$ cat src/rtl/store_buffer_if.sv
// rtl/store_buffer_if.sv - store request and memory write handshake bundle
interface store_buffer_if;
  logic        st_valid;
  logic        st_ready;
  logic [31:0] st_addr;
  logic [31:0] st_data;
  logic [1:0]  st_size;
  logic        mem_req;
  logic        mem_ack;
  logic [31:0] mem_addr;
  logic [31:0] mem_wdata;
  logic [3:0]  mem_be;

  modport slave (
    input  st_valid, st_addr, st_data, st_size, mem_ack,
    output st_ready, mem_req, mem_addr, mem_wdata, mem_be
  );

  modport master (
    output st_valid, st_addr, st_data, st_size, mem_ack,
    input  st_ready, mem_req, mem_addr, mem_wdata, mem_be
  );
endinterface

$ cat src/rtl/store_buffer.sv
// rtl/store_buffer.sv - aligning store FIFO draining to data memory
// Stores are lane-aligned at push time; loads hitting a queued word raise ld_conflict.
module store_buffer #(
  parameter int DEPTH = 4
) (
  input  logic                     clk,
  input  logic                     rst,
  store_buffer_if.slave            bus,
  input  logic [31:0]              ld_addr,
  output logic                     ld_conflict,
  output logic                     st_misalign,
  output logic [$clog2(DEPTH):0]   count,
  output logic                     empty
);
  localparam int PW = $clog2(DEPTH);
  localparam int CW = PW + 1;

  logic [PW-1:0] rd_q, rd_d, wr_q, wr_d;
  logic [CW-1:0] count_q, count_d;
  logic          mis_q, mis_d;

  logic [29:0]   addr_mem [DEPTH];
  logic [31:0]   data_mem [DEPTH];
  logic [3:0]    be_mem   [DEPTH];

  logic [3:0]    be_n;
  logic [31:0]   data_n;
  logic          misaligned;
  logic          full, push, wr_en, pop;
  logic [PW-1:0] off;
  logic          unused_ld_bits;

  assign full          = (count_q == CW'(DEPTH));
  assign empty         = (count_q == '0);
  assign count         = count_q;
  assign st_misalign   = mis_q;
  assign bus.st_ready  = !full;
  assign bus.mem_req   = !empty;
  assign push          = bus.st_valid && !full;
  assign wr_en         = push && !misaligned;
  assign pop           = !empty && bus.mem_ack;
  assign unused_ld_bits = ^ld_addr[1:0];

  always_comb begin
    be_n       = 4'b1111;
    data_n     = bus.st_data;
    misaligned = 1'b0;
    case (bus.st_size)
      2'b00: begin
        be_n   = 4'b0001 << bus.st_addr[1:0];
        data_n = {4{bus.st_data[7:0]}};
      end
      2'b01: begin
        be_n       = bus.st_addr[1] ? 4'b1100 : 4'b0011;
        data_n     = {2{bus.st_data[15:0]}};
        misaligned = bus.st_addr[0];
      end
      default: misaligned = |bus.st_addr[1:0];
    endcase
  end

  always_comb begin
    rd_d    = rd_q;
    wr_d    = wr_q;
    if (wr_en) wr_d = wr_q + PW'(1);
    if (pop)   rd_d = rd_q + PW'(1);
    count_d = count_q + CW'(wr_en) - CW'(pop);
    mis_d   = push && misaligned;
  end

  always_ff @(posedge clk or posedge rst) begin
    if (rst) begin
      rd_q    <= '0;
      wr_q    <= '0;
      count_q <= '0;
      mis_q   <= 1'b0;
    end else begin
      rd_q    <= rd_d;
      wr_q    <= wr_d;
      count_q <= count_d;
      mis_q   <= mis_d;
    end
  end

  // Entry storage needs no reset: every read of it is qualified by occupancy.
  always_ff @(posedge clk) begin
    if (wr_en) begin
      addr_mem[wr_q] <= bus.st_addr[31:2];
      data_mem[wr_q] <= data_n;
      be_mem[wr_q]   <= be_n;
    end
  end

  assign bus.mem_addr  = empty ? '0 : {addr_mem[rd_q], 2'b00};
  assign bus.mem_wdata = empty ? '0 : data_mem[rd_q];
  assign bus.mem_be    = empty ? '0 : be_mem[rd_q];

  // An entry is live when its distance from the head is below the occupancy.
  always_comb begin
    ld_conflict = 1'b0;
    off         = '0;
    for (int i = 0; i < DEPTH; i++) begin
      off = PW'(i) - rd_q;
      if (({1'b0, off} < count_q) && (addr_mem[i] == ld_addr[31:2]))
        ld_conflict = 1'b1;
    end
  end
endmodule

$ cat src/flat_wrapper.sv
// flat-port wrapper written by rule: the top's interface ports become plain ports
module store_buffer_flat 
#(
  parameter int DEPTH = 4
)
  (clk, rst, ld_addr, ld_conflict, st_misalign, count, empty, bus_st_valid, bus_st_addr, bus_st_data, bus_st_size, bus_mem_ack, bus_st_ready, bus_mem_req, bus_mem_addr, bus_mem_wdata, bus_mem_be);
  store_buffer_if bus_i ();
  input  logic clk;
  input  logic rst;
  input  logic [31:0] ld_addr;
  output logic ld_conflict;
  output logic st_misalign;
  output logic [$clog2(DEPTH):0] count;
  output logic empty;
  input wire logic [$bits(bus_i.st_valid)-1:0] bus_st_valid;
  input wire logic [$bits(bus_i.st_addr)-1:0] bus_st_addr;
  input wire logic [$bits(bus_i.st_data)-1:0] bus_st_data;
  input wire logic [$bits(bus_i.st_size)-1:0] bus_st_size;
  input wire logic [$bits(bus_i.mem_ack)-1:0] bus_mem_ack;
  output wire logic [$bits(bus_i.st_ready)-1:0] bus_st_ready;
  output wire logic [$bits(bus_i.mem_req)-1:0] bus_mem_req;
  output wire logic [$bits(bus_i.mem_addr)-1:0] bus_mem_addr;
  output wire logic [$bits(bus_i.mem_wdata)-1:0] bus_mem_wdata;
  output wire logic [$bits(bus_i.mem_be)-1:0] bus_mem_be;
  assign bus_i.st_valid = bus_st_valid;
  assign bus_i.st_addr = bus_st_addr;
  assign bus_i.st_data = bus_st_data;
  assign bus_i.st_size = bus_st_size;
  assign bus_i.mem_ack = bus_mem_ack;
  assign bus_st_ready = bus_i.st_ready;
  assign bus_mem_req = bus_i.mem_req;
  assign bus_mem_addr = bus_i.mem_addr;
  assign bus_mem_wdata = bus_i.mem_wdata;
  assign bus_mem_be = bus_i.mem_be;
  store_buffer #(.DEPTH(DEPTH)) u_core (.clk(clk), .rst(rst), .bus(bus_i), .ld_addr(ld_addr), .ld_conflict(ld_conflict), .st_misalign(st_misalign), .count(count), .empty(empty));
endmodule
$ cat config.mk
export PLATFORM = sky130hd
export DESIGN_NAME = store_buffer_flat
export DESIGN_NICKNAME = d
export VERILOG_FILES = /design/src/rtl/store_buffer_if.sv /design/src/rtl/store_buffer.sv /design/src/flat_wrapper.sv
export SDC_FILE = /design/constraint.sdc
export NUM_CORES = 1
export LEC_CHECK = 0
export ABC_AREA = 1
export CAP_MARGIN = 20
export CORE_MARGIN = 2
export CORE_UTILIZATION = 50
export DETAILED_ROUTE_END_ITERATION = 6
export MAX_ROUTING_LAYER = met4
export PLACE_DENSITY = 0.78
export REMOVE_ABC_BUFFERS = 1
export SYNTH_ARGS = -nofsm -noshare
export SYNTH_HDL_FRONTEND = slang
export SYNTH_SLANG_ARGS = --single-unit
$ cat constraint.sdc
create_clock -name clk -period 4.15 [get_ports clk]
set_clock_uncertainty 0.2 [all_clocks]
set_input_delay 0.83 -clock clk [delete_from_list [all_inputs] [get_ports clk]]
set_output_delay 0.83 -clock clk [all_outputs]
set_load 0.01 [all_outputs]
# == After elaboration in Yosys (flattened, before gate mapping) ==
# Memories as Yosys holds them, arrays and structs flattened.
# Cells that the tools add are included.
# W data, S select, Z words.
# word_totals
register_bits,8
latchBits,0
mem_bits_rw,264
rom_bits,0
in_bits,102
out_inout_bits,76
wordCells,53
memories,3
# classes
add_sub_neg,8
mul,0
n_div,0
n_lt_le_gt_ge,4
n_eq_ne,6
shift,1
mux,13
bitwise_logic,0
reduce_logical,14
# mem_list
memory,words,width,rd,rd_ports_with_merged_regs,wr,line_no,source
u_core.data_mem,4,32,1,0,1,store_buffer.sv:23,logic [31:0] data_mem [DEPTH];
u_core.addr_mem,4,30,5,0,1,store_buffer.sv:22,logic [29:0] addr_mem [DEPTH];
u_core.be_mem,4,4,1,0,1,store_buffer.sv:24,logic [3:0] be_mem [DEPTH];
# ops
operator,count
$eq A30 B30 Y1,4
$mux W32,2
$pmux W32 S2,1
$lt A2 B3 Y1,4
$logic_and A1 B1 Y1,8
$mux W4,2
$pmux W4 S2,1
$mux W1,6
$add A2 B1 Y2 const B,2
$shl A1 B2 Y4 const A,1
$sub A1 B2 Y2 const A,2
$sub A2 B2 Y2 const A,2
$add A3 B1 Y3,1
$eq A3 B3 Y1 const B,1
$logic_not A1 Y1,3
$logic_not A3 Y1,1
$sub A3 B1 Y3,1
$eq A2 B1 Y1 const B,1
$logic_not A2 Y1,1
$pmux W1 S2,1
$reduce_or A2 Y1,1

# == Depth between registers and ports, before layout ==
# Gate-level depths: netlist of the first run.
# depth
word_depth,7
mapped_depth,14
ltp_nobuf,12

# == Least setup slack after synthesis of the first run ==
# Ideal clock, no wire load.
# synth_path
path_kind,input port to flip-flop
from,input port bus_st_size[1]
to,"memory u_core.addr_mem[0][0], enable pin"
setup_time_ps,491
arrival_time_ps,4116
required_time_ps,3459
slack_ps,-657
path_stages,5
path_buffers,0
cell_sequence,nor2_1 a21oi_1 nor2_4 inv_2 nor2_1
# synth_via
elab_chain_len,6
word_cells_on_any_way,7
classes_between,1 x eq/ne; 3 x mux; 3 x reduce/logical
# synth_lines
item,line_no,source
start: declaration,flat_wrapper.sv:18,input wire logic [$bits(bus_i.st_size)-1:0] bus_st_size;
$eq A2 B1 Y1 or $logic_not A2 Y1 (tied branches),store_buffer.sv:48,case (bus.st_size)
$pmux W1 S2 *,store_buffer.sv:48,
$logic_not A1 Y1 *,store_buffer.sv:40,assign wr_en = push && !misaligned;
$logic_and A1 B1 Y1 *,store_buffer.sv:40,
via u_core.wr_en,store_buffer.sv:29,"logic full, push, wr_en, pop;"
$mux W1 *,store_buffer.sv:87,if (wr_en) begin
$mux W1 (not written as such) *,store_buffer.sv:88,addr_mem[wr_q] <= bus.st_addr[31:2];
end: declaration,store_buffer.sv:22,
# Mark *: on every way through the listed nets, which the timed path passes. The rest lies on a longest branch.

# == Final worst setup path of the first run ==
# layout_path
from,input port ld_addr[31]
to,output port ld_conflict
# layout_via
elab_chain_len,6
word_cells_on_any_way,12
classes_between,4 x eq/ne; 4 x mux; 4 x reduce/logical
# layout_lines
item,line_no,source
start: declaration,flat_wrapper.sv:10,input logic [31:0] ld_addr;
$eq A30 B30 Y1,store_buffer.sv:104,"if (({1'b0, off} < count_q) && (addr_mem[i] == ld_addr[31:2]))"
$logic_and A1 B1 Y1,store_buffer.sv:104,
$mux W1 (3 in series),store_buffer.sv:104,
$mux W1 *,store_buffer.sv:104,
end: declaration,flat_wrapper.sv:11,output logic ld_conflict;
# Every way passes the cells marked *; elsewhere a longest branch is shown, timed or not.

==> metrics, run 1 <==
worst reg-to-reg setup slack ~1.5 ns; GRT overflow 0; WL final around 34,000 um; Static Leak between 5 and 6 nW; Post-Place Worst Slack between 0.1 and 0.15 ns; Final Slew Violations 0; WP data required 3.12 ns; # DRC 0; Area contributors post-synth edfxtp_1 (63%), nand2_1 (9.4%), inv_1 (3.5%); Final Hold Vio Count 0; first-pass GRT wire length approximately 50,000 um; initial antenna violation count 7; clock tree buffer depth 3; reg2reg path depth 7; Vias/cell about 5.5; largest net degree at the start of global routing a little under 70; clock insertion delay at the later pin of the skew report between 0.5 and 0.6 ns; Final min period between 4 and 5 ns; WL/cell a little under 20 um; status finished, final reports clean; Crit path buffers/inverters 3; Final Worst Setup Slack 0.07556 ns; most frequent cells in the layout nand2_1 (316), edfxtp_1 (264), clkdlybuf4s50_1 (172); layout cells sized above 1 between 6 and 7%; setup_tns 0 ns; Crit path max-delay family buffers and inverters; startpoint types input port; Worst Tran Pin Value approximately 0.61 ns; Die Ht 162.9 um; FP Rows 58; GRT Util Overall 26.06%; Mapped Cells around 1,200; Post-synth EDFFs 264; number of max-cap violations 0; slew margin rel. roughly three fifths; Final ANT Viol Nets 0; post-synth top area share 62.79%; WP data arrival 3.04 ns; port bufs about 170; DR iter-0 viols a little under 900; Clock Tree Root clkbuf_16; FMAX around 250 MHz; Reg2Reg Capture Point u_core.addr_mem[3][12]$_DFFE_PP_; Final Power about 10 mW; Synth warnings 0; WS Path Type input port to output pin; Setup violations, final 0; Vias ~9,500; crit end category output pin; slowest CP cell clkdlybuf4s50_1; core footprint 24,960 um2; Peak VDD IR 0.0005231 V; Storage cell area 8133 um2; Tcrit/Tclk final 98.18%; CTS tree done; total CTS buffers 29; cts hold-fix bufs 0; DP Wirelength 21,180 um; full die area roughly 27,000 um2; DR pass1 iterations 5; syn avg cell area approximately 11 um2; r2r startpoint u_core.count[1]$_DFF_PP0_; Post-Syn Area 12,630 um2; asr flop ratio synth under 10%; Finished Cell Area roughly 16,000 um2; Starting Density 50.58%; Net count, final about 1,500; PwrDens between 600 and 700 nW/um2; Netlist cell types 36; vias in the first global route between 9,000 and 10,000; GPL Wtd Cong roughly 0.91; worst hold slack 0.3346 ns; RSZ-0062 raised after global routing false; worst-path cell chain clkdlybuf4s50_1 > inv_1 > nand2_1 > nand2_1 > nor2_1 > nand2_1 > nor2_1 > nand3_1 > nor2_1 > nor2_1 > nand2_1 > clkdlybuf4s50_1; Fill cells 1,933; HP Class input port to async pin; Area Overhead vs Synth 25.12%; dominant cell type by area after synthesis edfxtp_1; total clock sinks 272; Ports between 150 and 200; H-tree levels 1; Worst-path clk slew roughly 0.06 ns; commonest non-fill, non-tap cell in the layout nand2_1; FF+latch count, synth between 200 and 300; DP Area between 10,000 and 15,000 um2; Most used DFF post-synth edfxtp_1; crit-path max cell delay between 0.5 and 0.6 ns; post-synthesis sequential area ratio ~64%; Chip Width ~160 um; Crit Path Max Fanout 5; footprint of the multi-input gates between 3000 and 4000 um2
registers in the layout (all words and copies together), names as in the netlist:
register,flops
u_core.data_mem,128
u_core.wr_q,2
u_core.addr_mem,120
u_core.rd_q,2
u_core.st_misalign,1
u_core.count,3
u_core.be_mem,16
cells by family (layout without fill, tap and decap cells):
| logic type | count (synthesis) | count (layout) | share of synthesized area (%) |
|---|---|---|---|
| AO/OA/AOI/OAI | 169 | 169 | 9.137 |
| XOR/XNOR | 51 | 51 | 3.538 |
| adder cells (fa/ha/maj) | 11 | 11 | 1.150 |
| buffers and inverters | 171 | 373 | 5.906 |
| flip-flops | 272 | 272 | 64.37 |
| other | 1 | 10 | 0.02970 |
| AND/OR/NAND/NOR | 496 | 496 | 15.87 |
layout make-up:
| type | instances | area share [%] |
|---|---|---|
| sequential | 272 | 51.48 |
| multi-input combinational | 729 | 24.01 |
| timing repair buffer | 198 | 12.51 |
| clock buffer | 35 | 4.736 |
| inverter | 121 | 2.891 |
| tap | 330 | 2.614 |
| clock inverter | 19 | 1.639 |
| antenna | 8 | 0.1267 |
where the power goes:
group	total, mW	internal (mW)	switching [mW]
Sequential	3.56	3.39	0.176
Combinational	4.02	1.72	2.30
Clock	2.72	1.66	1.06
Yosys cell counts (4+ instances only):
master / instances
o21ai_1: 5
nand3_1: 66
a31oi_1: 44
o211ai_1: 5
clkbuf_1: 9
xor2_1: 20
or2_2: 4
o22ai_1: 13
a21oi_1: 4
nand2_1: 316
nor2_1: 99
a22oi_1: 44
clkbuf_2: 4
dfrtp_1: 8
inv_1: 117
a221oi_2: 5
xnor2_1: 31
buf_4: 16
o21ai_0: 32
a221oi_1: 17
ha_1: 10
buf_2: 17
edfxtp_1: 264
repair_timing:
item | 4_1_cts | 5_1_grt
buffers inserted | 0 | 1
endpoints found under the setup margin | 1 | 2
gates resized for setup | 1 | 2
worst reg2reg max path, stage by stage, from the launching register on:
cell and delay [ns]:
dfrtp_1 0.45, inv_1 0.19, nand3_1 0.14, nand2_1 0.11, nor2_4 0.18, inv_2 0.12, nor2_4 0.48, buf_12 0.38
per-stage QoR:
| stage | util [%] | instances |
|---|---|---|
| finish | 63.28 | 1712 |
| global route | 63.27 | 1711 |
| CTS | 63.15 | 1703 |
| detailed placement | 59.10 | 1649 |
| global placement | 59.10 | 1649 |
| floorplan | - | 1122 |
how the worst max path moves through the flow:
stage / from / end / slack, ns / cells past startpoint
finish: ld_addr[31] / ld_conflict / 0.08 / 12
global route: u_core.rd_q[0]$_DFFE_PP0P_ / ld_conflict / 0.004 / 12
CTS: u_core.rd_q[1]$_DFFE_PP0P_ / ld_conflict / 0.03 / 12
detailed placement: ld_addr[31] / ld_conflict / 0.14 / 12
global placement: ld_addr[31] / ld_conflict / 0.20 / 12
floorplan: bus_st_size[1] / u_core.addr_mem[0][0]$_DFFE_PP_ / -0.96 / 5
layer usage:
metal / vias to the layer above / GRT usage (%) / wire length, um
met3: 73 / 6.290 / 3419
met4: 0 / 8.367 / 864
met5: - / - / 0
met2: 479 / 42.76 / 16390
li1: 4420 / - / -
met1: 4523 / 32.05 / 12910
Power figures use the tool's default switching activity.
==> run 2: changes to the inputs <==
--- a/config.mk
+++ b/config.mk
@@ -7,9 +7,11 @@
 export LEC_CHECK = 0
 export ABC_AREA = 1
 export CAP_MARGIN = 20
+export CORE_ASPECT_RATIO = 1.25
 export CORE_MARGIN = 2
 export CORE_UTILIZATION = 50
 export DETAILED_ROUTE_END_ITERATION = 6
+export GPL_TIMING_DRIVEN = 1
 export MAX_ROUTING_LAYER = met4
 export PLACE_DENSITY = 0.78
 export REMOVE_ABC_BUFFERS = 1
==> run 2 against run 1 <==
Net effect: sequential power about the same; largest power group unchanged; combinational power barely moved; critical path depth is 6 lower; die area barely moved.
==> metrics, run 2 (synthesis results as in run 1) <==
status finished, final reports clean; Final Slew Violations 0; Crit Path Max Fanout 49; Final ANT Viol Nets 0; vias in the first global route 9,504; Final Hold Vio Count 0; WS Path Type flop to output pin; total CTS buffers 26; clock insertion delay at the later pin of the skew report between 0.5 and 0.6 ns; largest net degree at the start of global routing 67; Final Power about 9.9 mW; Static Leak about 5.9 nW; first-pass GRT wire length between 50,000 and 60,000 um; placed insts between 1,500 and 2,000; Tcrit/Tclk final 95.95%; port bufs roughly 170; RSZ-0062 raised after global routing false; # DRC 0; Clock Tree Root clkbuf_16; Starting Density 50.40%; WP data required ~3.1 ns; Storage cell area 8133 um2; PwrDens approximately 630 nW/um2; full die area 26,550 um2; Chip Width 146.1 um; Top reg by flops u_core.data_mem; cts hold-fix bufs 0; WL final approximately 33,000 um; DR iter-0 viols 699; Worst-path clk slew about 0.060 ns; startpoint types flop; Finished Cell Area around 16,000 um2; total clock sinks approximately 270; FP Rows 65; Core Util, Final a little over three fifths; DP Wirelength around 22,000 um; FMAX 251.1 MHz; DR pass1 iterations 5; Final min period 3.982 ns; HP Class input port to async pin; Die Ht ~180 um; DP Area approximately 15,000 um2; Post-Place Worst Slack 0.2644 ns; GRT Util Overall between 20% and 30%; crit end category output pin; CTS tree done; Area Overhead vs Synth 23.90%; Peak VDD IR between 0.0004 and 0.0005 V; footprint of the multi-input gates between 3000 and 4000 um2; GRT overflow 0; Vias/cell approximately 5.5; Setup violations, final 0; clock tree buffer depth 3; layout cells sized above 1 6.793%; most frequent cells in the layout nand2_1 (316), edfxtp_1 (264), clkdlybuf4s50_1 (173); core footprint between 20,000 and 30,000 um2; WP data arrival slightly below 3 ns; Top Registers u_core.data_mem x128, u_core.addr_mem x120, u_core.be_mem x16; initial antenna violation count 5; number of max-cap violations 0; Finished Layout Cells 1,710; Net count, final 1,465; Final Worst Setup Slack 0.1679 ns; Worst Tran Pin Value ~0.70 ns; GPL Wtd Cong about 0.9; Fill cells between 1,500 and 2,000; WL/cell slightly below 20 um; H-tree levels 1; Ports ~180; commonest non-fill, non-tap cell in the layout nand2_1; max reg flops about 130; Vias 9,442; slew margin rel. between 50% and 60%
==> run 2: changes by cell type in the layout (fill, tap and decap cells not counted), sizes merged <==
| cell | previous run | this run |
|---|---|---|
| clkbuf | 35 | 30 |
| dlymetal6s2s | 1 | 0 |
| bufinv | 6 | 2 |
| clkdlybuf4s50 | 172 | 173 |
| inv | 123 | 121 |
| buf | 25 | 29 |
| clkinv | 11 | 12 |
| diode | 8 | 6 |
| clkinvlp | 0 | 1 |
==> run 2: path summary, 6_finish.rpt <==
check	start	to	slack (ns)	depth (start not counted)
max in group asynchronous	rst	u_core.rd_q[0]$_DFFE_PP0P_	3.14	2
max reg2reg	u_core.count[2]$_DFF_PP0_	u_core.count[2]$_DFF_PP0_	1.21	10
min reg2reg	u_core.wr_q[0]$_DFFE_PP0P_	u_core.wr_q[0]$_DFFE_PP0P_	0.35	1
max	u_core.rd_q[1]$_DFFE_PP0P_	bus_mem_wdata[28]	0.17	6
min in group clk	u_core.wr_q[0]$_DFFE_PP0P_	u_core.wr_q[0]$_DFFE_PP0P_	0.35	1
min	rst	u_core.count[1]$_DFF_PP0_	0.35	2
==> run 2: layer usage <==
metal,up-vias,wire length (um),global-route usage (%)
li1,4407,-,-
met1,4454,12170,29.03
met2,490,16830,43.91
met3,91,2972,4.849
met4,0,1243,9.553
met5,-,0,-
==> run 2: worst max-delay path, cell delays in order, from the launching register on <==
cell and delay, ns:
dfrtp_2 0.58, nand2_4 0.08, inv_2 0.07, buf_4 0.57, nand2_1 0.12, a31oi_1 0.38
clkdlybuf4s50_1 0.62
==> run 2: repair_timing <==
| action | 4_1_cts | 5_1_grt |
|---|---|---|
| setup endpoints to repair | 1 | 3 |
| setup buffers | 0 | 2 |
| hold endpoints to repair | 0 | 0 |
| resized for setup | 1 | 1 |
==> run 2: area by class of cell <==
class | count | area share, %
Tap cell | 335 | 2.679
Sequential cell | 272 | 51.99
Multi-Input combinational cell | 729 | 24.26
Antenna cell | 6 | 0.09598
Clock buffer | 30 | 4.391
Inverter | 121 | 2.919
Clock inverter | 15 | 0.8078
Timing Repair Buffer | 202 | 12.86
==> run 2: where the power goes <==
part / switching [mW] / total [mW] / internal, mW
Sequential: 0.186 / 3.57 / 3.38
Combinational: 2.29 / 4.04 / 1.75
Clock: 0.964 / 2.27 / 1.30
==> run 2: per-stage QoR <==
step / hold slack, ns / setup TNS (ns)
after floorplan: 0.2936 / -253.83
after global placement: 0.3280 / 0
after detailed placement: 0.3421 / 0
after CTS: 0.3499 / 0
after global routing: 0.3807 / 0
final: 0.3489 / 0
==> run 3: changes to the inputs <==
--- a/config.mk
+++ b/config.mk
@@ -8,7 +8,7 @@
 export ABC_AREA = 1
 export CAP_MARGIN = 20
 export CORE_ASPECT_RATIO = 1.25
-export CORE_MARGIN = 2
+export CORE_MARGIN = 1
 export CORE_UTILIZATION = 50
 export DETAILED_ROUTE_END_ITERATION = 6
 export GPL_TIMING_DRIVEN = 1
@@ -18,3 +18,4 @@
 export SYNTH_ARGS = -nofsm -noshare
 export SYNTH_HDL_FRONTEND = slang
 export SYNTH_SLANG_ARGS = --single-unit
+export TNS_END_PERCENT = 10
==> run 3 against run 2 <==
Net effect: utilization up 0.87 points; sequential power about the same; final cell count down 0.53%; highest routed layer unchanged.
==> metrics, run 3 (synthesis results as in run 1) <==
clock insertion delay at the later pin of the skew report between 0.5 and 0.6 ns; HP Class flop to flop; Crit Path Max Fanout 5; Static Leak 5.896 nW; WP data arrival 2.91 ns; H-tree levels 1; Reg2Reg Capture Point u_core.count[2]$_DFF_PP0_; Clock Tree Root clkbuf_16; placed insts ~1,700; Final Hold Vio Count 0; setup bufs post-CTS 0; WL final approximately 33,000 um; DP Wirelength between 20,000 and 25,000 um; worst hold slack around 0.35 ns; Peak VDD IR roughly 0.00043 V; commonest non-fill, non-tap cell in the layout nand2_1; worst hold path depth 1; most frequent cells in the layout nand2_1 (316), edfxtp_1 (264), clkdlybuf4s50_1 (173); FP Rows between 60 and 70; number of max-cap violations 0; Area Overhead vs Synth 23.70%; Finished Layout Cells 1,701; vias in the first global route around 9,600; status finished, final reports clean; WP data required between 3 and 4 ns; GPL Wtd Cong between 0.9 and 1; Chip Width roughly 140 um; Vias 9,270; DR pass1 iterations 5; layout cells sized above 1 around 6.3%; total CTS buffers 27; Final Power 9.883 mW; PwrDens 632.7 nW/um2; RSZ-0062 raised after global routing false; Die Ht ~180 um; # DRC 0; core footprint 24,660 um2; Ports around 180; r2r startpoint u_core.count[2]$_DFF_PP0_; largest net degree at the start of global routing 67; CTS tree done; slew margin rel. between 50% and 60%; crit end category output pin; worst reg-to-reg setup slack roughly 1.4 ns; port bufs between 150 and 200; first-pass GRT wire length between 50,000 and 60,000 um; Final ANT Viol Nets 0; clock tree buffer depth 3; full die area around 26,000 um2; total clock sinks roughly 270; WL/cell around 19 um; FMAX approximately 250 MHz; Worst Tran Pin Value roughly 0.70 ns; Net count, final around 1,500; reg2reg path depth 10; critical hold path startpoint u_core.wr_q[0]$_DFFE_PP0P_; GRT Util Overall between 20% and 30%; Worst-path clk slew 0.06 ns; Vias/cell 5.450; WS Path Type input port to output pin; startpoint types input port; Final Slew Violations 0; GRT overflow 0; Starting Density approximately half; Top reg by flops u_core.data_mem; Setup violations, final 0; hold-critical path endpoint u_core.wr_q[0]$_DFFE_PP0P_; initial antenna violation count 3; Final min period 3.941 ns; DR iter-0 viols ~520; Tcrit/Tclk final a little over nine tenths; max reg flops ~130; Fill cells roughly 2,000; Top Registers u_core.data_mem x128, u_core.addr_mem x120, u_core.be_mem x16
run 3: cell types whose count changed in the layout (fill, tap and decap cells not counted), sizes merged:
cell and change:
clkbuf -2, diode -3, bufinv +1, buf -3
clkinv +3
run 3: power breakdown:
group	switching [mW]	total [mW]	internal, mW
registers	0.169	3.55	3.38
clock network	0.975	2.33	1.36
logic	2.26	4.00	1.73
run 3: worst max path at each step:
stage	depth (start not counted)	startpoint	endpoint
final	10	ld_addr[10]	ld_conflict
after floorplan	5	bus_st_size[1]	u_core.addr_mem[0][0]$_DFFE_PP_
after detailed placement	10	ld_addr[10]	ld_conflict
after CTS	5	u_core.rd_q[1]$_DFFE_PP0P_	bus_mem_wdata[8]
after global routing	10	ld_addr[10]	ld_conflict
after global placement	10	ld_addr[10]	ld_conflict
run 3: what timing repair did:
action,CTS,global route
resized for setup,0,1
endpoints found under the setup margin,0,1
hold buffers,0,0
run 3: layout make-up:
class / instances / area, um2 / area share, %
inverters: 121 / 456.7 / 2.924
well taps: 330 / 412.9 / 2.644
repair buffers: 199 / 1981 / 12.68
flip-flops and latches: 272 / 8130 / 52.05
clock inverters: 19 / 158.9 / 1.017
diodes: 3 / 7.507 / 0.04807
multi-input cells: 729 / 3792 / 24.28
clock buffers: 28 / 679.4 / 4.350
run 3: metal layers:
| layer | share of wire (%) | wire length [um] | up-vias | track usage [%] |
|---|---|---|---|---|
| li1 | - | - | 4410 | - |
| met1 | 37 | 12270 | 4392 | 30.59 |
| met2 | 51 | 16910 | 406 | 46.86 |
| met3 | 8.7 | 2841 | 62 | 4.555 |
| met4 | 2.5 | 814 | 0 | 9.095 |
| met5 | 0 | 0 | - | - |
run 3: through the flow:
| stage | cell area (um2) | setup TNS, ns | setup slack, ns | utilization [%] |
|---|---|---|---|---|
| after global placement | 14770 | 0 | 0.2160 | 59.88 |
| after CTS | 15610 | 0 | 0.1520 | 63.28 |
| after global routing | 15620 | 0 | 0.02162 | 63.33 |
| after detailed placement | 14770 | 0 | 0.2564 | 59.88 |
| final | 15620 | 0 | 0.2088 | 63.33 |
| after floorplan | 12340 | -253.83 | -0.9591 | - |
run 3: worst max-delay path: stages:
cell and delay [ns]:
clkdlybuf4s50_1 0.53, xnor2_1 0.28, nand2_1 0.08, nor3_1 0.18, buf_4 0.16, nand3_1 0.07
nor2_1 0.12, nor2_1 0.05, nand2_1 0.08, clkdlybuf4s50_1 0.53
